### config.mk
export PLATFORM = sky130hd
export DESIGN_NAME = bcd_operand_entry
export DESIGN_NICKNAME = d
export VERILOG_FILES = /design/src/rtl/bcd_operand_entry.sv
export SDC_FILE = /design/constraint.sdc
export NUM_CORES = 1
export LEC_CHECK = 0
export CAP_MARGIN = 20
export CORE_ASPECT_RATIO = 1.25
export CORE_UTILIZATION = 30
export DETAILED_ROUTE_END_ITERATION = 8
export HOLD_SLACK_MARGIN = 0.03
export PLACE_DENSITY = 0.5
export SKIP_CTS_REPAIR_TIMING = 1
export SLEW_MARGIN = 25
export SYNTH_ARGS = -nofsm -noshare
export SYNTH_HDL_FRONTEND = slang
export SYNTH_SLANG_ARGS = --single-unit
### constraint.sdc
create_clock -name clk -period 2.5 [get_ports clk]
set_input_delay 0.375 -clock clk [delete_from_list [all_inputs] [get_ports clk]]
set_output_delay 0.375 -clock clk [all_outputs]
set_load 0.01 [all_outputs]
### src/rtl/bcd_operand_entry.sv
// Keypad front end for the BCD calculator: builds two sign-magnitude BCD
// operands and an opcode from key strokes, captures the ALU result on '='
// and chooses the value to show on the display.
module bcd_operand_entry #(
    parameter logic [2:0] OP_ADD     = 3'b001,
    parameter logic [2:0] OP_SUB     = 3'b010,
    parameter int         MAX_DIGITS = 2
) (
    input  logic       clk,
    input  logic       rst,
    input  logic       key_valid,
    input  logic [3:0] key_code,
    input  logic [8:0] alu_result,
    output logic [8:0] op1,
    output logic [8:0] op2,
    output logic [2:0] opcode,
    output logic [8:0] disp_val,
    output logic       result_valid,
    output logic [1:0] state
);

    typedef enum logic [1:0] {
        ENTER_OP1   = 2'b00,
        ENTER_OP2   = 2'b01,
        SHOW_RESULT = 2'b10
    } state_t;

    localparam logic [3:0] KEY_ADD = 4'hA;
    localparam logic [3:0] KEY_SUB = 4'hB;
    localparam logic [3:0] KEY_CLR = 4'hC;
    localparam logic [3:0] KEY_NEG = 4'hD;
    localparam logic [3:0] KEY_EQ  = 4'hE;

    localparam logic [1:0] DIGIT_LIMIT = 2'(MAX_DIGITS);

    state_t     state_q, state_n;
    logic [8:0] op1_n, op2_n, res_q, res_n, disp_n;
    logic [2:0] opcode_n;
    logic [1:0] digit_cnt, cnt_n;
    logic       rv_n;
    logic       is_digit, is_arith;

    // Shift a new BCD digit into the ones place; the old tens digit drops out.
    function automatic logic [8:0] shift_digit(input logic [8:0] x, input logic [3:0] d);
        return {x[8], x[3:0], d};
    endfunction

    // Flip the sign of a non-zero magnitude; zero stays positive so -0 never appears.
    function automatic logic [8:0] negate(input logic [8:0] x);
        return (x[7:0] != 8'h00) ? {~x[8], x[7:0]} : x;
    endfunction

    assign is_digit = (key_code <= 4'd9);
    assign is_arith = (key_code == KEY_ADD) || (key_code == KEY_SUB);
    assign state    = state_q;

    // State and operand registers; reset returns every output to its idle value.
    always_ff @(posedge clk or posedge rst) begin
        if (rst) begin
            state_q      <= ENTER_OP1;
            op1          <= '0;
            op2          <= '0;
            opcode       <= OP_ADD;
            res_q        <= '0;
            digit_cnt    <= '0;
            result_valid <= 1'b0;
            disp_val     <= '0;
        end else begin
            state_q      <= state_n;
            op1          <= op1_n;
            op2          <= op2_n;
            opcode       <= opcode_n;
            res_q        <= res_n;
            digit_cnt    <= cnt_n;
            result_valid <= rv_n;
            disp_val     <= disp_n;
        end
    end

    // Key decode: next state, operand updates and the display selection.
    always_comb begin
        state_n  = state_q;
        op1_n    = op1;
        op2_n    = op2;
        opcode_n = opcode;
        res_n    = res_q;
        cnt_n    = digit_cnt;
        rv_n     = 1'b0;
        disp_n   = '0;

        if (key_valid) begin
            if (key_code == KEY_CLR) begin
                state_n  = ENTER_OP1;
                op1_n    = '0;
                op2_n    = '0;
                opcode_n = OP_ADD;
                res_n    = '0;
                cnt_n    = '0;
            end else begin
                case (state_q)
                    ENTER_OP1: begin
                        if (is_digit) begin
                            if (digit_cnt < DIGIT_LIMIT) begin
                                op1_n = shift_digit(op1, key_code);
                                cnt_n = digit_cnt + 2'd1;
                            end
                        end else if (key_code == KEY_NEG) begin
                            op1_n = negate(op1);
                        end else if (is_arith) begin
                            opcode_n = (key_code == KEY_SUB) ? OP_SUB : OP_ADD;
                            op2_n    = '0;
                            cnt_n    = '0;
                            state_n  = ENTER_OP2;
                        end
                    end
                    ENTER_OP2: begin
                        if (is_digit) begin
                            if (digit_cnt < DIGIT_LIMIT) begin
                                op2_n = shift_digit(op2, key_code);
                                cnt_n = digit_cnt + 2'd1;
                            end
                        end else if (key_code == KEY_NEG) begin
                            op2_n = negate(op2);
                        end else if (is_arith) begin
                            opcode_n = (key_code == KEY_SUB) ? OP_SUB : OP_ADD;
                        end else if (key_code == KEY_EQ) begin
                            // Operands stay put so the ALU output is stable at the capture edge.
                            res_n   = alu_result;
                            rv_n    = 1'b1;
                            state_n = SHOW_RESULT;
                        end
                    end
                    SHOW_RESULT: begin
                        if (is_digit) begin
                            op1_n   = {1'b0, 4'h0, key_code};
                            op2_n   = '0;
                            cnt_n   = 2'd1;
                            state_n = ENTER_OP1;
                        end else if (is_arith) begin
                            op1_n    = res_q;
                            op2_n    = '0;
                            opcode_n = (key_code == KEY_SUB) ? OP_SUB : OP_ADD;
                            cnt_n    = '0;
                            state_n  = ENTER_OP2;
                        end
                    end
                    default: ;
                endcase
            end
        end

        // Display follows the values that will be registered on this edge.
        case (state_n)
            ENTER_OP1:   disp_n = op1_n;
            ENTER_OP2:   disp_n = (cnt_n == 2'd0) ? op1_n : op2_n;
            SHOW_RESULT: disp_n = res_n;
            default:     disp_n = op1_n;
        endcase
    end

endmodule
# Yosys cells after proc, flatten, opt, wreduce, memory -nomap -nowiden
# Cells that the tools add are included.
[word_totals]
n_memories = 0
ram_bits = 0
rom_bits = 0
latch_bits = 0
in_bits = 16
reg_bits = 44
elab_cells = 96
output_inout_bits = 33
[op_classes]
mul = 0
n_shift = 0
n_bitwise = 2
addsub = 1
div_mod_pow = 0
n_lt_le_gt_ge = 2
n_eq_ne = 12
n_mux = 63
n_reduce_logical = 8
[ops]
columns = ["operator", "n"]
rows = [
  ["$mux 9", 24],
  ["$mux 2", 19],
  ["$pmux 9 s2", 2],
  ["$pmux 9 s3", 1],
  ["$eq 4x4->1 const B", 5],
  ["$mux 8", 2],
  ["$reduce_bool 8->1", 2],
  ["$mux 3", 5],
  ["$pmux 2 s3", 2],
  ["$mux 1", 7],
  ["$ne 3x3->1 const B", 2],
  ["$pmux 3 s2", 1],
  ["$reduce_and 5->1", 1],
  ["$eq 2x1->1 const B", 2],
  ["$eq 2x2->1 const B", 2],
  ["$le 4x4->1 const B", 1],
  ["$logic_not 2->1", 2],
  ["$ne 3x2->1 const B", 1],
  ["$reduce_bool 3->1", 1],
  ["$add 2x1->2 const B", 1],
  ["$lt 2x2->1 const B", 1],
  ["$not 1->1", 2],
  ["$reduce_or 2->1", 1],
  ["$logic_or 1x1->1", 1],
]

# Logic depth before layout (Yosys ltp)
# Gate-level depths: netlist of run 1.
[depth]
word_depth = 11
ltp_mapped = 12
ltp_nobuf = 10

# Least setup slack after synthesis of run 1
# Ideal clock, no wire load.
[synth_path]
kind = "in2reg"
from = "in key_code[3]"
to = "reg disp_val[6]"
required_ns = 2.413
slack_ns = -0.156
stages = 11
setup_ns = 0.087
n_path_buf = 2
t_arrival_ns = 2.569
cell_sequence = "buf_4 -> buf_2 -> nand2_1 -> nor3_2 -> nand2_1 -> a31oi_1 -> inv_1 -> ha_1 -> nor3b_1 -> or2b_1 -> o221ai_2"
[synth_between]
elab_cells_between_ends = 54
classes_between = "order compare (1); eq/ne (7); mux (44); reduce/logical (2)"
[synth_lines]
columns = ["element", "line", "text"]
rows = [
  ["start, declared", "12", "input logic [3:0] key_code,"],
  ["$eq 4x4->1 (on tied branches)", "126, 54", ""],
  ["$mux 2 / $logic_or 1x1->1 (equally long branches)", "126, 54", ""],
  ["$mux 2 (on tied branches)", "124, 109, 139", ""],
  ["$mux 2 (on tied branches)", "122, 107", ""],
  ["$mux 2 (on tied branches)", "117, 102", ""],
  ["$pmux 2 s3", "100", "case (state_q)"],
  ["$mux 2 (*)", "92", "if (key_code == KEY_CLR) begin"],
  ["$mux 2 (*)", "91", "if (key_valid) begin"],
  ["net state_n[1]", "36", "state_t state_q, state_n;"],
  ["$eq 2x2->1 / $eq 2x1->1 (equally long branches)", "153", "case (state_n)"],
  ["$pmux 9 s2 (*)", "153", ""],
  ["net disp_n[6]", "37", "logic [8:0] op1_n, op2_n, res_q, res_n, disp_n;"],
  ["end signal, assigned", "76", "disp_val <= disp_n;"],
  ["end, declared", "17", "output logic [8:0] disp_val,"],
]
# The timed path passes the listed nets; every way through them passes the cells marked *.
# A chain may end at the register's enable or synchronous reset.

# Worst setup path in the final report of run 1
[layout_path]
from = "in key_code[2]"
to = "reg disp_val[3]"
# The elaborated chain is that of the path after synthesis.

==> flow_metrics.env, run 1 <==
export IMPL_status="completed"
export IMPL_worst_r2r_cell_count=9
export IMPL_grt_pass1_wl_um=13600
export IMPL_dr_pass1_iters=4
export IMPL_synth_top_area_frac=0.395
export IMPL_clock_latency_ns=0.30
export IMPL_crit_fanout=9
export IMPL_clockBufferDepth=2
export IMPL_viasPerCell=5.22
export IMPL_fin_crit_ns=2.37
export IMPL_synth_simple_area_share=0.197
export IMPL_yosys_warnings=0
export IMPL_nNetsFinal=369
export IMPL_io_pins=49
export IMPL_slew_viol_final=0
export IMPL_synthTopCellsByCount="dfrtp_1, nor2_1, inv_1"
export IMPL_gr_usage_all_layers=0.193
export IMPL_yosys_area_share_xor_xnor=0
export IMPL_start_util=0.308
export IMPL_clk_pin_slew_ns=0.09
export IMPL_r2r_start="state[0]$_DFF_PP0_"
export IMPL_final_hold_viol_count=0
export IMPL_setup_violations=0
export IMPL_setup_worst_path_class="in2reg"
export IMPL_synth_enable_flop_cells=0
export IMPL_remaining_drc_errors=0
export IMPL_finalCritPeriodShare=0.947
export IMPL_ys_ff_latch=43
export IMPL_required_ns=2.72
export IMPL_powerDensity_nw_per_um2=895
export IMPL_synth_compound_area_frac=0.252
export IMPL_synth_async_sr_flop_share=1.00
export IMPL_drive_gt1_frac=0.231
export IMPL_route_detailed_wl_per_inst_um=18.0
export IMPL_synth_top_family_by_area="compound AO/OA/AOI/OAI gates"
export IMPL_synth_nets=293
export IMPL_overflow=0
export IMPL_syn2layout_area_growth_pct=36.4
export IMPL_wirelength_um=8480
export IMPL_first_global_vias=2530
export IMPL_ant_nets=0
export IMPL_cts_root_buffer="clkbuf_8"
export IMPL_tightest_slew_ns=0.576
export IMPL_grt_max_degree=44
export IMPL_synth_area_mux_share=0.0418
export IMPL_antenna_found_initial=0
export IMPL_cellLeakagePower_nw=1.54
export IMPL_dr_total_vias=2452
export IMPL_hpwl_um=6430
export IMPL_avgSynthCellArea_um2=9.71
export IMPL_cts_max_level=2
export IMPL_clock_sinks=43
export IMPL_setup_tns_final_ns=0
export IMPL_synthAdderAreaFrac=0.0141
export IMPL_end_kind="register"
export IMPL_synth_largest_area_cell="dfrtp_1"
export IMPL_r2r_end="disp_val[3]$_DFF_PP0_"
export IMPL_fill_cells=903
export IMPL_num_rows=38
export IMPL_cp_arrival_ns=2.58
export IMPL_startpoint_type="input port"
export IMPL_hold_worst_slack_ns=0.511
export IMPL_die_h_um=107
export IMPL_gp_congestion=0.846
export IMPL_antenna_cells=0
export IMPL_worstHoldPathType="in2async"
export IMPL_synth_cells=274
export IMPL_numCtsBuffers=5
export IMPL_drv_cap=0
export IMPL_max_slew_margin=0.616
export IMPL_yosys_top_cells_area="dfrtp_1, o221ai_2, mux2i_1"
export IMPL_ir_drop_mv=0.374
export IMPL_dieArea_um2=9250
export IMPL_yosys_cell_types_count=68
export IMPL_io_buffers=47
export IMPL_ys_seq_area_frac=0.405
export IMPL_die_x_um=86.2
export IMPL_max_freq_mhz=423
export IMPL_first_iter_violations=170
export IMPL_finalClockSkew_ns=0.00540
export IMPL_post_synth_top_count_cell="dfrtp_1"
export IMPL_core_area_um2=8650
export IMPL_cts_tree="yes"
export IMPL_r2r_slack_ns=0.33
export IMPL_synth_area_um2=2660
export IMPL_synthFlopType="dfrtp_1"
==> worst max-delay path by stage <==
stage / endpoint / start / cells past startpoint / slack, ns
floorplan: disp_val[6]$_DFF_PP0_ / key_code[3] / 11 / 0.04
global placement: disp_val[6]$_DFF_PP0_ / key_code[2] / 11 / -0.23
detailed placement: disp_val[6]$_DFF_PP0_ / key_code[2] / 11 / -0.19
CTS: disp_val[6]$_DFF_PP0_ / key_code[2] / 11 / 0.11
global route: disp_val[8]$_DFF_PP0_ / key_code[3] / 11 / -0.007
finish: disp_val[3]$_DFF_PP0_ / key_code[2] / 11 / 0.13
==> layout by cell type, fill, tap and decap left out, drive strengths merged, types with 6 or more instances in the layout <==
| cell type | Yosys | final |
|---|---|---|
| a21oi | 15 | 15 |
| a22oi | 6 | 6 |
| buf | 19 | 44 |
| clkdlybuf4s50 | 0 | 47 |
| dfrtp | 42 | 42 |
| inv | 25 | 24 |
| mux2i | 10 | 10 |
| nand2 | 14 | 14 |
| nand2b | 8 | 8 |
| nand3 | 6 | 6 |
| nor2 | 27 | 27 |
| nor4 | 6 | 6 |
| o21ai | 10 | 10 |
| o221ai | 11 | 11 |
| o31ai | 7 | 7 |
==> worst max-delay path, cell delays in order <==
cell	delay (ns)
clkdlybuf4s50_1	0.45
buf_4	0.18
or3b_4	0.40
nor2_4	0.11
a31oi_2	0.06
inv_1	0.12
ha_1	0.16
inv_1	0.05
o31a_1	0.33
buf_12	0.16
o221ai_2	0.18
==> power breakdown <==
group	internal (mW)	switching [mW]
registers	0.918	0.219
clock network	0.293	0.260
logic	0.806	0.753
==> kinds of logic after synthesis <==
group / Yosys count
simple gates: 90
compound gates: 79
fa+ha+maj: 3
mux: 11
other cells: 1
flops: 43
buf+inv: 47
==> metal layers <==
layer	part of all wire	track usage	up-vias
met2	0.49	0.316	86
met4	0.026	0.0786	0
met1	0.44	0.255	1196
met5	0	0	-
met3	0.049	0.0261	15
li1	-	-	1155
==> area by class of cell <==
class / instances / area, µm² / share of cell area
repair buffers: 91 / 813 / 0.224
well taps: 120 / 150 / 0.0414
clock buffers: 5 / 68.8 / 0.0190
inverters: 25 / 93.8 / 0.0258
multi-input cells: 184 / 1390 / 0.383
clock inverters: 2 / 37.5 / 0.0103
flip-flops and latches: 43 / 1080 / 0.297
==> flip-flops by register name, summed over array words and instances (netlist names) <==
register,flops
op1,9
res_q,9
result_valid,1
state,2
op2,9
disp_val,9
digit_cnt,2
opcode,2
==> stage by stage <==
step,utilization,power (mW),worst slack (ns),area (µm²),cells
final,0.420,3.25,0.134,3630,470
after global routing,0.420,3.46,-0.00656,3630,470
after CTS,0.416,3.26,0.105,3600,470
after detailed placement,0.404,2.69,-0.191,3500,463
after global placement,0.404,2.70,-0.229,3500,463
after floorplan,-,1.91,0.0443,2670,274
(Power assumes the default switching activity.)
==> run 2: changes to the inputs <==
CORE_MARGIN = 8   (was default)
==> run 2 against run 1 <==
  * Combinational power grew 3%
  * Via count is essentially flat
  * Routed wire length grew 6.0%
  * Highest routed layer unchanged
==> flow_metrics.env, run 2 (synthesized netlist as in run 1, its figures left out) <==
export IMPL_dr_total_vias=2450
export IMPL_cts_max_level=2
export IMPL_finalClockSkew_ns=0.00896
export IMPL_clockBufferDepth=2
export IMPL_ant_nets=0
export IMPL_wirelength_um=8990
export IMPL_die_h_um=121
export IMPL_syn2layout_area_growth_pct=38.6
export IMPL_cts_root_buffer="clkbuf_8"
export IMPL_io_pins=49
export IMPL_antenna_cells=0
export IMPL_max_freq_mhz=418
export IMPL_r2r_end="disp_val[6]$_DFF_PP0_"
export IMPL_top_layer="met4"
export IMPL_first_iter_violations=224
export IMPL_status="completed"
export IMPL_clockPowerShare=0.165
export IMPL_gp_congestion=0.893
export IMPL_worst_r2r_cell_count=8
export IMPL_remaining_drc_errors=0
export IMPL_cellLeakagePower_nw=1.56
export IMPL_cpLargestDelayFamily="buffers and inverters"
export IMPL_route_met2_wl_um=4360
export IMPL_fin_crit_ns=2.39
export IMPL_slew_viol_final=0
export IMPL_numCtsBuffers=5
export IMPL_seq_power_share=0.343
export IMPL_tightest_slew_ns=0.564
export IMPL_fin_ws_ns=0.106
export IMPL_r2r_slack_ns=0.23
export IMPL_dieArea_um2=12200
export IMPL_required_ns=2.66
export IMPL_cp_cell_sequence="clkdlybuf4s50_1, buf_4, o21ai_1, and4_4, nor4_2, o31a_1, buf_12, o221ai_2"
export IMPL_p_sw_mw=1.24
export IMPL_worstHoldPathType="in2async"
export IMPL_cpMaxStageDelayCell="clkdlybuf4s50_1"
export IMPL_ir_drop_mv=0.371
export IMPL_antenna_found_initial=0
export IMPL_internal_power_mw=2.04
export IMPL_finalCritPeriodShare=0.957
export IMPL_end_kind="register"
export IMPL_viasPerCell=5.16
export IMPL_nNetsFinal=374
export IMPL_io_buffers=47
export IMPL_drv_cap=0
export IMPL_cts_tree="yes"
export IMPL_startpoint_type="input port"
export IMPL_die_x_um=100
export IMPL_layout_common_cells="clkdlybuf4s50_1, buf_4, dfrtp_1"
export IMPL_pre_cts_slack_ns=-0.196
export IMPL_gr_usage_all_layers=0.152
export IMPL_max_stage_delay_ns=0.51
export IMPL_hpwl_um=6640
export IMPL_first_global_vias=2527
export IMPL_grt_pass1_wl_um=14300
export IMPL_route_detailed_wl_per_inst_um=18.9
export IMPL_overflow=0
export IMPL_max_slew_margin=0.620
export IMPL_cp_arrival_ns=2.56
export IMPL_dr_pass1_iters=4
export IMPL_clk_pin_slew_ns=0.08
export IMPL_setup_worst_path_class="in2reg"
export IMPL_setup_violations=0
export IMPL_crit_fanout=20
export IMPL_comb_power_share=0.491
export IMPL_met3_wirelength_um=558
export IMPL_drive_gt1_frac=0.251
export IMPL_wl_met1_um=3860
export IMPL_num_rows=38
export IMPL_final_hold_viol_count=0
export IMPL_swShare=0.379
export IMPL_powerDensity_nw_per_um2=889
export IMPL_clock_sinks=43
export IMPL_start_util=0.308
export IMPL_worst_path_buf_inv=3
export IMPL_grt_max_degree=44
export IMPL_r2r_start="state[0]$_DFF_PP0_"
export IMPL_hold_worst_slack_ns=0.502
export IMPL_core_area_um2=8650
export IMPL_clock_latency_ns=0.30
## run 2: cell count changes in the layout (fill, tap and decap cells not counted), sizes merged
cell	before	now
buf	44	49
## run 2: power by group through the flow
stage | clock network, mW | registers (mW) | logic [mW]
4_1_cts | 0.562 | 1.13 | 1.59
2_1_floorplan | 0 | 1.15 | 0.758
5_1_grt | 0.592 | 1.16 | 1.73
3_5_place_dp | 0 | 1.14 | 1.58
3_3_place_gp | 0 | 1.15 | 1.59
6_report | 0.542 | 1.13 | 1.61
## run 2: cell type report
class | instances | area, µm²
Sequential cell | 43 | 1080
Multi-Input combinational cell | 184 | 1410
Clock buffer | 5 | 68.8
Tap cell | 120 | 150
Inverter | 25 | 93.8
Clock inverter | 2 | 37.5
Timing Repair Buffer | 96 | 855
Fill cell | 890 | 4960
## run 2: how the worst max path moves through the flow
stage | start | end | slack, ns | cells past startpoint
finish | key_code[3] | disp_val[6]$_DFF_PP0_ | 0.11 | 8
global route | key_valid | disp_val[8]$_DFF_PP0_ | -0.01 | 9
floorplan | key_code[3] | disp_val[6]$_DFF_PP0_ | 0.04 | 11
detailed placement | key_valid | disp_val[5]$_DFF_PP0_ | -0.20 | 9
CTS | key_valid | disp_val[1]$_DFF_PP0_ | 0.10 | 9
global placement | key_code[3] | disp_val[6]$_DFF_PP0_ | -0.17 | 10
## run 2: worst reg2reg max path, delay by kind of cell (launching register included)
kind,cells,cell delay [ns]
AO/OA/AOI/OAI,2,0.12
flip-flops,1,0.47
buffers and inverters,1,0.13
adder cells (fa/ha/maj),1,0.23
AND/OR/NAND/NOR,4,1.26
## run 2: per-layer routing
layer  up-vias  track usage
li1       1165            -
met1      1187        0.194
met2        84        0.246
met3        14       0.0270
met4         0       0.0626
met5         -            0
## run 2: metrics by stage
stage                     std cells  total power, mW  setup TNS [ns]   util  area [µm²]
after global placement          467             2.73           -1.23  0.407        3520
after floorplan                 274             1.91               0      -        2670
final                           475             3.28               0  0.426        3690
after global routing            475             3.48         -0.0256  0.426        3690
after CTS                       474             3.28               0  0.419        3620
after detailed placement        467             2.72           -1.61  0.407        3520
